File: src/rtl/axi_crossbar_pkg.sv
// Shared constants and types for the AXI crossbar read/write arbiters.
package axi_crossbar_pkg;

  localparam int AXI_ADDR_W = 32;
  localparam int AXI_ID_W   = 4;
  localparam int AWCH_W     = 53;
  localparam int WCH_W      = 47;
  localparam int BCH_W      = 12;

  localparam int ID_LSB     = AXI_ADDR_W;
  localparam int LEN_LSB    = AXI_ADDR_W + AXI_ID_W;
  localparam int MST_IDX_W  = 2;

  typedef enum logic [1:0] {
    IDLE = 2'd0,
    ADDR = 2'd1,
    DATA = 2'd2
  } wr_arb_state_e;

endpackage

File: src/rtl/axi_crossbar_rr_arb.sv
// Round-robin picker: first set request at or above ptr, wrapping to 0.
module axi_crossbar_rr_arb #(
  parameter int NUM_REQ = 4,
  parameter int IDX_W   = 2
) (
  input  logic [NUM_REQ-1:0] req,
  input  logic [IDX_W-1:0]   ptr,
  output logic [NUM_REQ-1:0] gnt,
  output logic [IDX_W-1:0]   idx,
  output logic               any
);

  always_comb begin
    gnt = '0;
    idx = '0;
    any = 1'b0;
    for (int i = 0; i < NUM_REQ; i++) begin
      if (!any && req[(int'(ptr) + i) % NUM_REQ]) begin
        any = 1'b1;
        gnt[(int'(ptr) + i) % NUM_REQ] = 1'b1;
        idx = IDX_W'((int'(ptr) + i) % NUM_REQ);
      end
    end
  end

endmodule

File: src/rtl/axi_crossbar_wr_arb.sv
// Write-path arbiter for one crossbar slave port: round-robin AW grant,
// W steering from the owner until wlast, and ID-routed B return.
module axi_crossbar_wr_arb #(
  parameter int NUM_MST    = 4,
  parameter int AXI_ADDR_W = axi_crossbar_pkg::AXI_ADDR_W,
  parameter int AXI_ID_W   = axi_crossbar_pkg::AXI_ID_W,
  parameter int AWCH_W     = axi_crossbar_pkg::AWCH_W,
  parameter int WCH_W      = axi_crossbar_pkg::WCH_W,
  parameter int BCH_W      = axi_crossbar_pkg::BCH_W
) (
  input  logic                      i_aclk,
  input  logic                      i_aresetn,
  input  logic [NUM_MST-1:0]        m_awvalid,
  output logic [NUM_MST-1:0]        m_awready,
  input  logic [NUM_MST*AWCH_W-1:0] m_awch,
  input  logic [NUM_MST-1:0]        m_wvalid,
  output logic [NUM_MST-1:0]        m_wready,
  input  logic [NUM_MST-1:0]        m_wlast,
  input  logic [NUM_MST*WCH_W-1:0]  m_wch,
  output logic [NUM_MST-1:0]        m_bvalid,
  input  logic [NUM_MST-1:0]        m_bready,
  output logic [BCH_W-1:0]          m_bch,
  output logic                      s_awvalid,
  input  logic                      s_awready,
  output logic [AWCH_W-1:0]         s_awch,
  output logic                      s_wvalid,
  input  logic                      s_wready,
  output logic                      s_wlast,
  output logic [WCH_W-1:0]          s_wch,
  input  logic                      s_bvalid,
  output logic                      s_bready,
  input  logic [BCH_W-1:0]          s_bch,
  output logic [NUM_MST-1:0]        o_grant,
  output logic [1:0]                o_err
);

  import axi_crossbar_pkg::*;

  localparam int LEN_OFF = AXI_ADDR_W + AXI_ID_W;

  wr_arb_state_e          state_p0, state_nx;
  logic [MST_IDX_W-1:0]   rr_ptr_p0, grant_idx_p0, arb_idx, next_ptr;
  logic [NUM_MST-1:0]     arb_gnt;
  logic                   arb_any;
  logic [3:0]             awlen_p0, beat_cnt_p0;
  logic [AWCH_W-1:0]      awch_p0, win_awch;
  logic [1:0]             err_p0;
  logic                   g_wvalid, g_wlast, w_hs, aw_take;
  logic [WCH_W-1:0]       g_wch;
  logic [MST_IDX_W-1:0]   b_sel;
  logic                   b_sel_ok, b_drop_hs;

  axi_crossbar_rr_arb #(
    .NUM_REQ (NUM_MST),
    .IDX_W   (MST_IDX_W)
  ) u_rr_arb (
    .req (m_awvalid),
    .ptr (rr_ptr_p0),
    .gnt (arb_gnt),
    .idx (arb_idx),
    .any (arb_any)
  );

  always_comb begin
    win_awch = '0;
    g_wvalid = 1'b0;
    g_wlast  = 1'b0;
    g_wch    = '0;
    for (int i = 0; i < NUM_MST; i++) begin
      if (arb_idx == MST_IDX_W'(i))
        win_awch = m_awch[i*AWCH_W +: AWCH_W];
      if (grant_idx_p0 == MST_IDX_W'(i)) begin
        g_wvalid = m_wvalid[i];
        g_wlast  = m_wlast[i];
        g_wch    = m_wch[i*WCH_W +: WCH_W];
      end
    end
  end

  assign aw_take   = (state_p0 == IDLE) && arb_any;
  assign w_hs      = (state_p0 == DATA) && g_wvalid && s_wready;
  assign next_ptr  = (int'(arb_idx) == NUM_MST - 1) ? '0 : arb_idx + 1'b1;

  assign m_awready = (state_p0 == IDLE) ? arb_gnt : '0;
  assign s_awvalid = (state_p0 == ADDR);
  assign s_awch    = awch_p0;
  assign s_wvalid  = (state_p0 == DATA) && g_wvalid;
  assign s_wlast   = (state_p0 == DATA) && g_wlast;
  assign s_wch     = g_wch;
  assign o_err     = err_p0;

  always_comb begin
    m_wready = '0;
    o_grant  = '0;
    for (int i = 0; i < NUM_MST; i++) begin
      if (state_p0 != IDLE && grant_idx_p0 == MST_IDX_W'(i)) begin
        o_grant[i]  = 1'b1;
        m_wready[i] = (state_p0 == DATA) && s_wready;
      end
    end
  end

  always_comb begin
    state_nx = state_p0;
    case (state_p0)
      IDLE:    if (arb_any) state_nx = ADDR;
      ADDR:    if (s_awready) state_nx = DATA;
      DATA:    if (w_hs && g_wlast) state_nx = IDLE;
      default: state_nx = IDLE;
    endcase
  end

  // B return: upper ID bits select the master; unknown indices are drained.
  assign b_sel     = s_bch[AXI_ID_W-1 -: MST_IDX_W];
  assign b_sel_ok  = int'(b_sel) < NUM_MST;
  assign b_drop_hs = s_bvalid && !b_sel_ok;
  assign m_bch     = s_bch;

  always_comb begin
    m_bvalid = '0;
    s_bready = !b_sel_ok;
    for (int i = 0; i < NUM_MST; i++) begin
      if (b_sel == MST_IDX_W'(i)) begin
        m_bvalid[i] = s_bvalid;
        s_bready    = m_bready[i];
      end
    end
  end

  always_ff @(posedge i_aclk or negedge i_aresetn) begin
    if (!i_aresetn) begin
      state_p0     <= IDLE;
      rr_ptr_p0    <= '0;
      grant_idx_p0 <= '0;
      awch_p0      <= '0;
      awlen_p0     <= '0;
      beat_cnt_p0  <= '0;
      err_p0       <= '0;
    end else begin
      state_p0 <= state_nx;
      if (aw_take) begin
        awch_p0      <= win_awch;
        grant_idx_p0 <= arb_idx;
        awlen_p0     <= win_awch[LEN_OFF +: 4];
        beat_cnt_p0  <= '0;
        rr_ptr_p0    <= next_ptr;
      end
      if (w_hs) begin
        beat_cnt_p0 <= beat_cnt_p0 + 1'b1;
        // Early wlast and missing wlast at the final beat are both length errors.
        if (g_wlast ? (beat_cnt_p0 != awlen_p0) : (beat_cnt_p0 == awlen_p0))
          err_p0[0] <= 1'b1;
      end
      if (b_drop_hs)
        err_p0[1] <= 1'b1;
    end
  end

endmodule
File: config.mk
export PLATFORM = sky130hd
export DESIGN_NAME = axi_crossbar_wr_arb
export DESIGN_NICKNAME = d
export VERILOG_FILES = /design/src/rtl/axi_crossbar_pkg.sv /design/src/rtl/axi_crossbar_rr_arb.sv /design/src/rtl/axi_crossbar_wr_arb.sv
export SDC_FILE = /design/constraint.sdc
export NUM_CORES = 1
export LEC_CHECK = 0
export BUFFER_PORTS_ARGS = -buffer_cell sky130_fd_sc_hd__buf_2
export CAP_MARGIN = 20
export CORE_AREA = 5 5 215 217
export DETAILED_ROUTE_END_ITERATION = 12
export DIE_AREA = 0 0 220 222
export SLEW_MARGIN = 10
export SYNTH_ARGS = -nofsm -noshare
export SYNTH_HDL_FRONTEND = slang
export SYNTH_HIERARCHICAL = 1
export SYNTH_SLANG_ARGS = --single-unit
File: constraint.sdc
create_clock -name i_aclk -period 8.8 [get_ports i_aclk]
set_clock_uncertainty 0.2 [all_clocks]
set_input_delay 0.44 -clock i_aclk [delete_from_list [all_inputs] [get_ports i_aclk]]
set_output_delay 0.44 -clock i_aclk [all_outputs]
set_load 0.01 [all_outputs]
==> summary.md, run 1 <==
| Metric | Value |
|---|---|
| Outcome | `finished clean` |
| CP max stage delay | `660 ps` |
| YS warnings | `6` |
| Die Height | `222 µm` |
| Rel. slew slack | `33.6%` |
| Vias in the first global route | `7959` |
| P_leak | `4.75 nW` |
| Clock buffer depth | `2` |
| Clock root buffer | `clkbuf_16` |
| Peak VDD IR | `0.309 mV` |
| Post-Synth XOR/XNOR Area | `0.856%` |
| Hold buffers post-CTS | `0` |
| Core Footprint | `0.0439 mm²` |
| Worst-Skew Late Latency | `360 ps` |
| Worst Path Required | `8830 ps` |
| Drt total wl | `38.2 mm` |
| Tcrit/Tclk final | `52.9%` |
| Initial DRC Count | `349` |
| CP Buf/Inv Count | `3` |
| Multiplexer share of the synthesized area | `20.6%` |
| Crit path max-delay cell type | `dfrtp_1` |
| Largest family of logic cells by synthesized area | `compound AO/OA/AOI/OAI gates` |
| CP startpoint | `rr_ptr_p0[0]` |
| Post-CTS setup buffer count | `0` |
| DR vias/cell | `4.39` |
| Post-CTS Resized | `0` |
| CP delay by family, top | `buffers and inverters` |
| Synth area leaders | `dfrtp_1 (26%), mux4_2 (19%), a21oi_1 (8.7%)` |
| RSZ-0062 raised after global routing | `no` |
| Avg WL per Cell | `21.6 µm` |
| Drt pass-1 iters | `4` |
| FF+latch count, synth | `64` |
| GRT Util Overall | `14.5%` |
| Share of cells above drive strength 1 | `54.5%` |
| Crit-path max FO | `68` |
| WP depth | `13` |
| Maxcap violations | `0` |
| CTS tree | `yes` |
| Final antenna-violating net count | `0` |
| Most frequent cells in the layout | `buf_2 (544), a21oi_1 (107), nor2_1 (62), dfrtp_1 (62), inv_1 (61)` |
| DP Area | `0.00934 mm²` |
| H-tree depth | `3` |
| Mapped Area | `0.00614 mm²` |
| RD Place Congestion | `0.903` |
| Mean area per synthesized cell | `9.07 µm²` |
| Distinct cells, synth | `42` |
| Non-Filler Instances | `1772` |
| Hold Vio Cnt, Final | `0` |
| FF-to-FF End | `s_awch[6]` |
| Area growth from synthesis to layout | `57.8%` |
| Final Cell Area | `0.00969 mm²` |
| Post-Synth Simple-Gate Area | `13.4%` |
| Yosys top cell by area | `dfrtp_1` |
| Hold Crit Class | `primary input to asynchronous set/reset pin` |
| Detailed placer's ending HPWL | `31.9 mm` |
| Cell repeated most along the worst path | `inv_1` |
| Dominant synthesized flop cell | `dfrtp_1` |
| Die width | `220 µm` |
| Port Buffers | `545` |
| Syn Nets | `1120` |
| P per Cell Area | `421 mW/mm²` |
| Critical path endpoint | `s_awch[6]` |
| Slew Viols, Final | `0` |
| Seq/Total Area, Yosys | `26.1%` |
| Core Rows | `77` |
| Global-route wire length before repair | `52.4 mm` |
| Post-synth EDFFs | `0` |
| Fin Setup TNS | `0 ps` |
| Worst-path cell chain | `inv_1, ha_1, mux4_2, nor4b_4, nor2_1, a32o_1, inv_1, ha_4, buf_4, nor2b_1, a221oi_1, a211o_1, a21oi_1` |
| Crit path DAT | `4690 ps` |
| Initial antenna violation count | `24` |
| Final setup viols | `0` |
| Minimum clock period after layout | `4650 ps` |
| Grt total ovfl | `0` |
| Routed vias | `7772` |
| Adder-cell share of the synthesized area | `2.04%` |
| # IOs | `567` |
| Clock-pin slew on the worst setup and hold paths | `60 ps` |
| Setup CP Type | `flop to flop` |
| R2R depth | `13` |
| Top-area cell type share of the netlist area | `26.1%` |
| Dpl cells | `1741` |
| Fmax | `215 MHz` |
| Most common cell after layout, fill and taps aside | `buf_2` |
| Worst setup EP type | `flop` |
| Die ar. | `0.0488 mm²` |
| FF-to-FF setup slack | `4150 ps` |
| Clk sinks | `64` |
| Total CTS buffers | `9` |
| # fillers | `4930` |
| Synth Area in Compound Gates | `26.8%` |
| CP Launch Type | `flop` |
| Worst Max-Slew Pin Slew | `988 ps` |
| Nets | `1603` |
| Syn Inst Count | `677` |
| Residual DRC | `0` |
| Largest net degree at the start of global routing | `70` |
| Initial core utilization | `14.0%` |
| Post-synth ARST share | `100%` |
| Reg2Reg Launch Point | `rr_ptr_p0[0]` |
[cell usage after synthesis (all sizes together) (2+ instances only)]
| cell type | instances |
|---|---|
| a211o | 53 |
| a21oi | 107 |
| a221oi | 53 |
| a22oi | 8 |
| and2 | 7 |
| buf | 35 |
| clkbuf | 46 |
| dfrtp | 64 |
| ha | 10 |
| inv | 61 |
| mux2 | 2 |
| mux2i | 2 |
| mux4 | 54 |
| nand2 | 11 |
| nand2b | 4 |
| nand3 | 6 |
| nor2 | 63 |
| nor2b | 54 |
| nor3 | 3 |
| nor3b | 2 |
| nor4 | 2 |
| o21ai | 11 |
| o31ai | 2 |
| xor2 | 5 |
[cells by family (layout without fill, tap and decap cells)]
logic type               Yosys count  in the layout
AO/OA/AOI/OAI                    240            240
XOR/XNOR                           6              6
adder cells (fa/ha/maj)           10             10
AND/OR/NAND/NOR                  156            156
multiplexers                      58             58
buffers and inverters            142            630
flip-flops                        64             64
other                              1             16
[worst min-delay path by stage]
stage	cells after the start	to	slack, ps
floorplan	0	awlen_p0[0]	-60
global placement	1	o_err[0]	280
detailed placement	1	o_err[0]	310
CTS	1	s_awch[22]	30
global route	1	s_awch[22]	80
finish	1	s_awch[22]	3
[per-layer routing]
metal  up-vias  global-route usage (%)  wire (µm)
met5         -                       0         27
met4         4                    7.13       1740
met3        59                    4.32       3700
met2       514                    26.1      19500
met1      3700                    15.4      13300
li1       3495                       -          -
[state kept, by name, summed over array words and instances, names as in the netlist]
signal / flops
awlen_p0: 3
beat_cnt_p0: 4
grant_idx_p0: 2
o_err: 1
rr_ptr_p0: 2
s_awch: 50
state_p0: 2
[power breakdown]
| part | internal [W] | leakage, nW | switching [W] | total, W |
|---|---|---|---|---|
| Clock | 0.000228 | 0.145 | 0.000154 | 0.000382 |
| Combinational | 0.00131 | 3.86 | 0.00181 | 0.00312 |
| Sequential | 0.000461 | 0.743 | 0.000117 | 0.000578 |
| Total | 0.00200 | 4.75 | 0.00208 | 0.00408 |
[cell type report]
cell class | count | area [µm²] | area share, %
flip-flops and latches | 64 | 1610 | 16.6
clock buffers | 10 | 239 | 2.47
clock inverters | 6 | 67.6 | 0.698
inverters | 61 | 229 | 2.36
repair buffers | 553 | 2810 | 29.0
diodes | 15 | 37.5 | 0.388
multi-input cells | 471 | 3960 | 40.8
well taps | 592 | 741 | 7.65
[per-stage QoR]
stage | setup slack [ps] | power [W] | hold WS, ps | utilization [%]
global route | 3780 | 0.00444 | 77.3 | 22.0
finish | 4150 | 0.00408 | 2.86 | 22.0
detailed placement | 4150 | 0.00373 | 305 | 21.3
global placement | 4320 | 0.00364 | 278 | 21.2
CTS | 4140 | 0.00414 | 30.5 | 22.0
floorplan | 5290 | 0.00272 | -55.6 | -
No activity file was read; power rests on OpenSTA's default activity.
==> run 2: changes to the inputs <==
- CORE_AREA: 5 5 215 217 -> 5 5 217 219
- DIE_AREA: 0 0 220 222 -> 0 0 222 224
- clock period: 8.8 -> 4.6 ns (I/O delays scaled with it)
==> summary.md, run 2 (same netlist as run 1, synthesis figures left out) <==
| Metric | Value |
|---|---|
| Clk sinks | `64 (unchanged)` |
| P_leak | `5.20 nW (+9.4%)` |
| CP delay by family, top | `buffers and inverters` |
| Share of cells above drive strength 1 | `51.3% (-3.2 points)` |
| GRT Util Overall | `15.5% (+0.92 points)` |
| CP Buf/Inv Count | `4 (+1)` |
| Final antenna-violating net count | `0 (unchanged)` |
| Final setup viols | `0 (unchanged)` |
| Pre-CTS WS | `285 ps (-3860 ps)` |
| # IOs | `567 (unchanged)` |
| HP Start | `m_awch[199]` |
| Core Footprint | `0.0449 mm² (+2.2%)` |
| Peak VDD IR | `0.526 mV (+70%)` |
| Total CTS buffers | `9 (unchanged)` |
| Port Buffers | `545 (unchanged)` |
| DR vias/cell | `4.53 (+3.2%)` |
| Global-route wire length before repair | `57.6 mm (+9.8%)` |
| Power share of the clock group | `9.4% (about the same)` |
| Core Rows | `78 (+1.3%)` |
| Residual DRC | `0 (unchanged)` |
| Net Sw Frac | `50.9% (about the same)` |
| Dpl cells | `1754 (+0.75%)` |
| Fmax | `228 MHz (+6.3%)` |
| RSZ-0062 raised after global routing | `no` |
| Slew Viols, Final | `0 (unchanged)` |
| Outcome | `finished clean` |
| Clock root buffer | `clkbuf_16` |
| Drt pass-1 iters | `5 (+1)` |
| Fin worst setup slack | `222 ps (-3930 ps)` |
| Crit path max-delay cell type | `dlygate4sd3_1` |
| CP Launch Type | `flop` |
| Worst Path Required | `4650 ps (-4180 ps)` |
| Avg WL per Cell | `22.6 µm (+4.6%)` |
| Nets | `1702 (+6.2%)` |
| Setup CP Type | `flop to flop` |
| DP Area | `0.00941 mm² (+0.70%)` |
| CP startpoint | `rr_ptr_p0[1]` |
| Non-Filler Instances | `1874 (+5.8%)` |
| Comb pwr share | `76.0% (-0.5 points)` |
| Crit-path max FO | `53 (-22%)` |
| CP max stage delay | `570 ps (-90 ps)` |
| P per Cell Area | `785 mW/mm² (+86%)` |
| Worst-path cell chain | `inv_1, ha_1, mux4_2, nor4b_4, nor2_1, a32o_1, inv_1, ha_4, buf_16, nor2b_1, a221oi_1, a211o_1, a21oi_1, dlygate4sd3_1` |
| Drt total wl | `42.3 mm (+11%)` |
| Routed vias | `8486 (+9.2%)` |
| Hold Vio Cnt, Final | `0 (unchanged)` |
| Initial antenna violation count | `24 (unchanged)` |
| Switching pwr | `0.00428 W (+110%)` |
| Detailed placer's ending HPWL | `32.7 mm (+2.6%)` |
| Maxcap violations | `0 (unchanged)` |
| Initial core utilization | `13.7% (-0.30 points)` |
| Worst-Skew Late Latency | `360 ps (about the same)` |
| Most frequent cells in the layout | `buf_2 (544), a21oi_1 (107), dlygate4sd3_1 (88), nor2_1 (62), inv_1 (61)` |
| Grt total ovfl | `0 (unchanged)` |
| Worst Max-Slew Pin Slew | `984 ps (-3.77 ps)` |
| P_int | `0.00413 W (+110%)` |
| Die Height | `224 µm (+0.90%)` |
| Tcrit/Tclk final | `95.2% (+42 points)` |
| Largest net degree at the start of global routing | `107 (+53%)` |
| Min Hold Slack | `20.3 ps (+17.5 ps)` |
| Cell repeated most along the worst path | `inv_1` |
| RD Place Congestion | `1.01 (+12%)` |
| Max FFs per register | `50 (unchanged)` |
| Hold Crit Class | `primary input to flop` |
| Register share of total power | `14.6% (+0.4 points)` |
| Final Cell Area | `0.0107 mm² (+11%)` |
| # fillers | `4908 (-0.45%)` |
| H-tree depth | `3 (unchanged)` |
| Vias in the first global route | `8529 (+7.2%)` |
| Fin Setup TNS | `0 ps (unchanged)` |
| Minimum clock period after layout | `4380 ps (-274 ps)` |
| Clock buffer depth | `2 (unchanged)` |
| Rel. slew slack | `34.4% (+0.81 points)` |
| Reg2Reg Launch Point | `rr_ptr_p0[1]` |
| Most common cell after layout, fill and taps aside | `buf_2` |
| CTS tree | `yes` |
| Crit path DAT | `4420 ps (-270 ps)` |
| Initial DRC Count | `674 (+93%)` |
| Worst setup EP type | `flop` |
| Die width | `222 µm (+0.91%)` |
| Clock-pin slew on the worst setup and hold paths | `70 ps (about the same)` |
| Area growth from synthesis to layout | `74.6%` |
| Die ar. | `0.0497 mm² (+1.8%)` |
==> run 2: cell types whose count changed in the layout (fill, tap and decap cells not counted), sizes merged <==
cell / change
bufinv: +1
clkinvlp: -1
dlygate4sd3: +88
buf: +10
diode: -5
clkinv: +1
==> run 2: layout make-up <==
type,count,area [µm²],area share [%]
Inverter,61,229,2.14
Multi-Input combinational cell,471,3960,36.9
Sequential cell,64,1610,15.0
Timing Repair Buffer,652,3830,35.7
Tap cell,600,751,7.00
Clock buffer,9,225,2.10
Antenna cell,10,25.0,0.233
Clock inverter,7,95.1,0.887
==> run 2: path summary, 6_finish.rpt <==
path	to	slack, ps	cells after the start
setup / recovery	s_awch[45]	220	14
hold / removal	s_awch[40]	20	3
setup reg to reg	s_awch[45]	220	14
hold reg to reg	o_err[0]	300	1
max in group asynchronous	grant_idx_p0[0]	3160	2
min in group asynchronous	s_awch[21]	340	2
==> run 2: worst reg2reg max path, cell delays in order, from the launching register on <==
cell and delay [ps]:
dfrtp_2 460, inv_1 120, ha_1 370, mux4_2 450, nor4b_4 400, nor2_1 90, a32o_1 310, inv_1 160
ha_4 220, buf_16 220, nor2b_1 190, a221oi_1 300, a211o_1 150, a21oi_1 60, dlygate4sd3_1 570
==> run 2: layer usage <==
layer  share of wire (%)  global-route usage [%]
met1                  36                    16.9
met2                  51                    28.3
met3                 8.4                    4.46
met4                 4.1                    6.12
met5               0.080                       0
==> run 2: power by group through the flow <==
stage | combinational (W) | sequential (W) | clock [W]
global route | 0.00691 | 0.00127 | 0.000840
global placement | 0.00598 | 0.00124 | 0
detailed placement | 0.00605 | 0.00124 | 0
CTS | 0.00617 | 0.00124 | 0.000825
floorplan | 0.00405 | 0.00116 | 0
finish | 0.00639 | 0.00123 | 0.000794
==> run 2: what timing repair did <==
| item | in CTS | in global routing |
|---|---|---|
| buffers inserted | 0 | 5 |
| hold buffers | 88 | 0 |
| endpoints found under the setup margin | 0 | 2 |
| hold endpoints to repair | 118 | 0 |
| gates resized for setup | 0 | 3 |
==> run 2: per-stage QoR <==
| stage | util, % | power, W |
|---|---|---|
| floorplan | - | 0.00521 |
| global placement | 21.0 | 0.00721 |
| global route | 23.9 | 0.00902 |
| finish | 23.9 | 0.00841 |
| detailed placement | 21.0 | 0.00728 |
| CTS | 23.6 | 0.00823 |
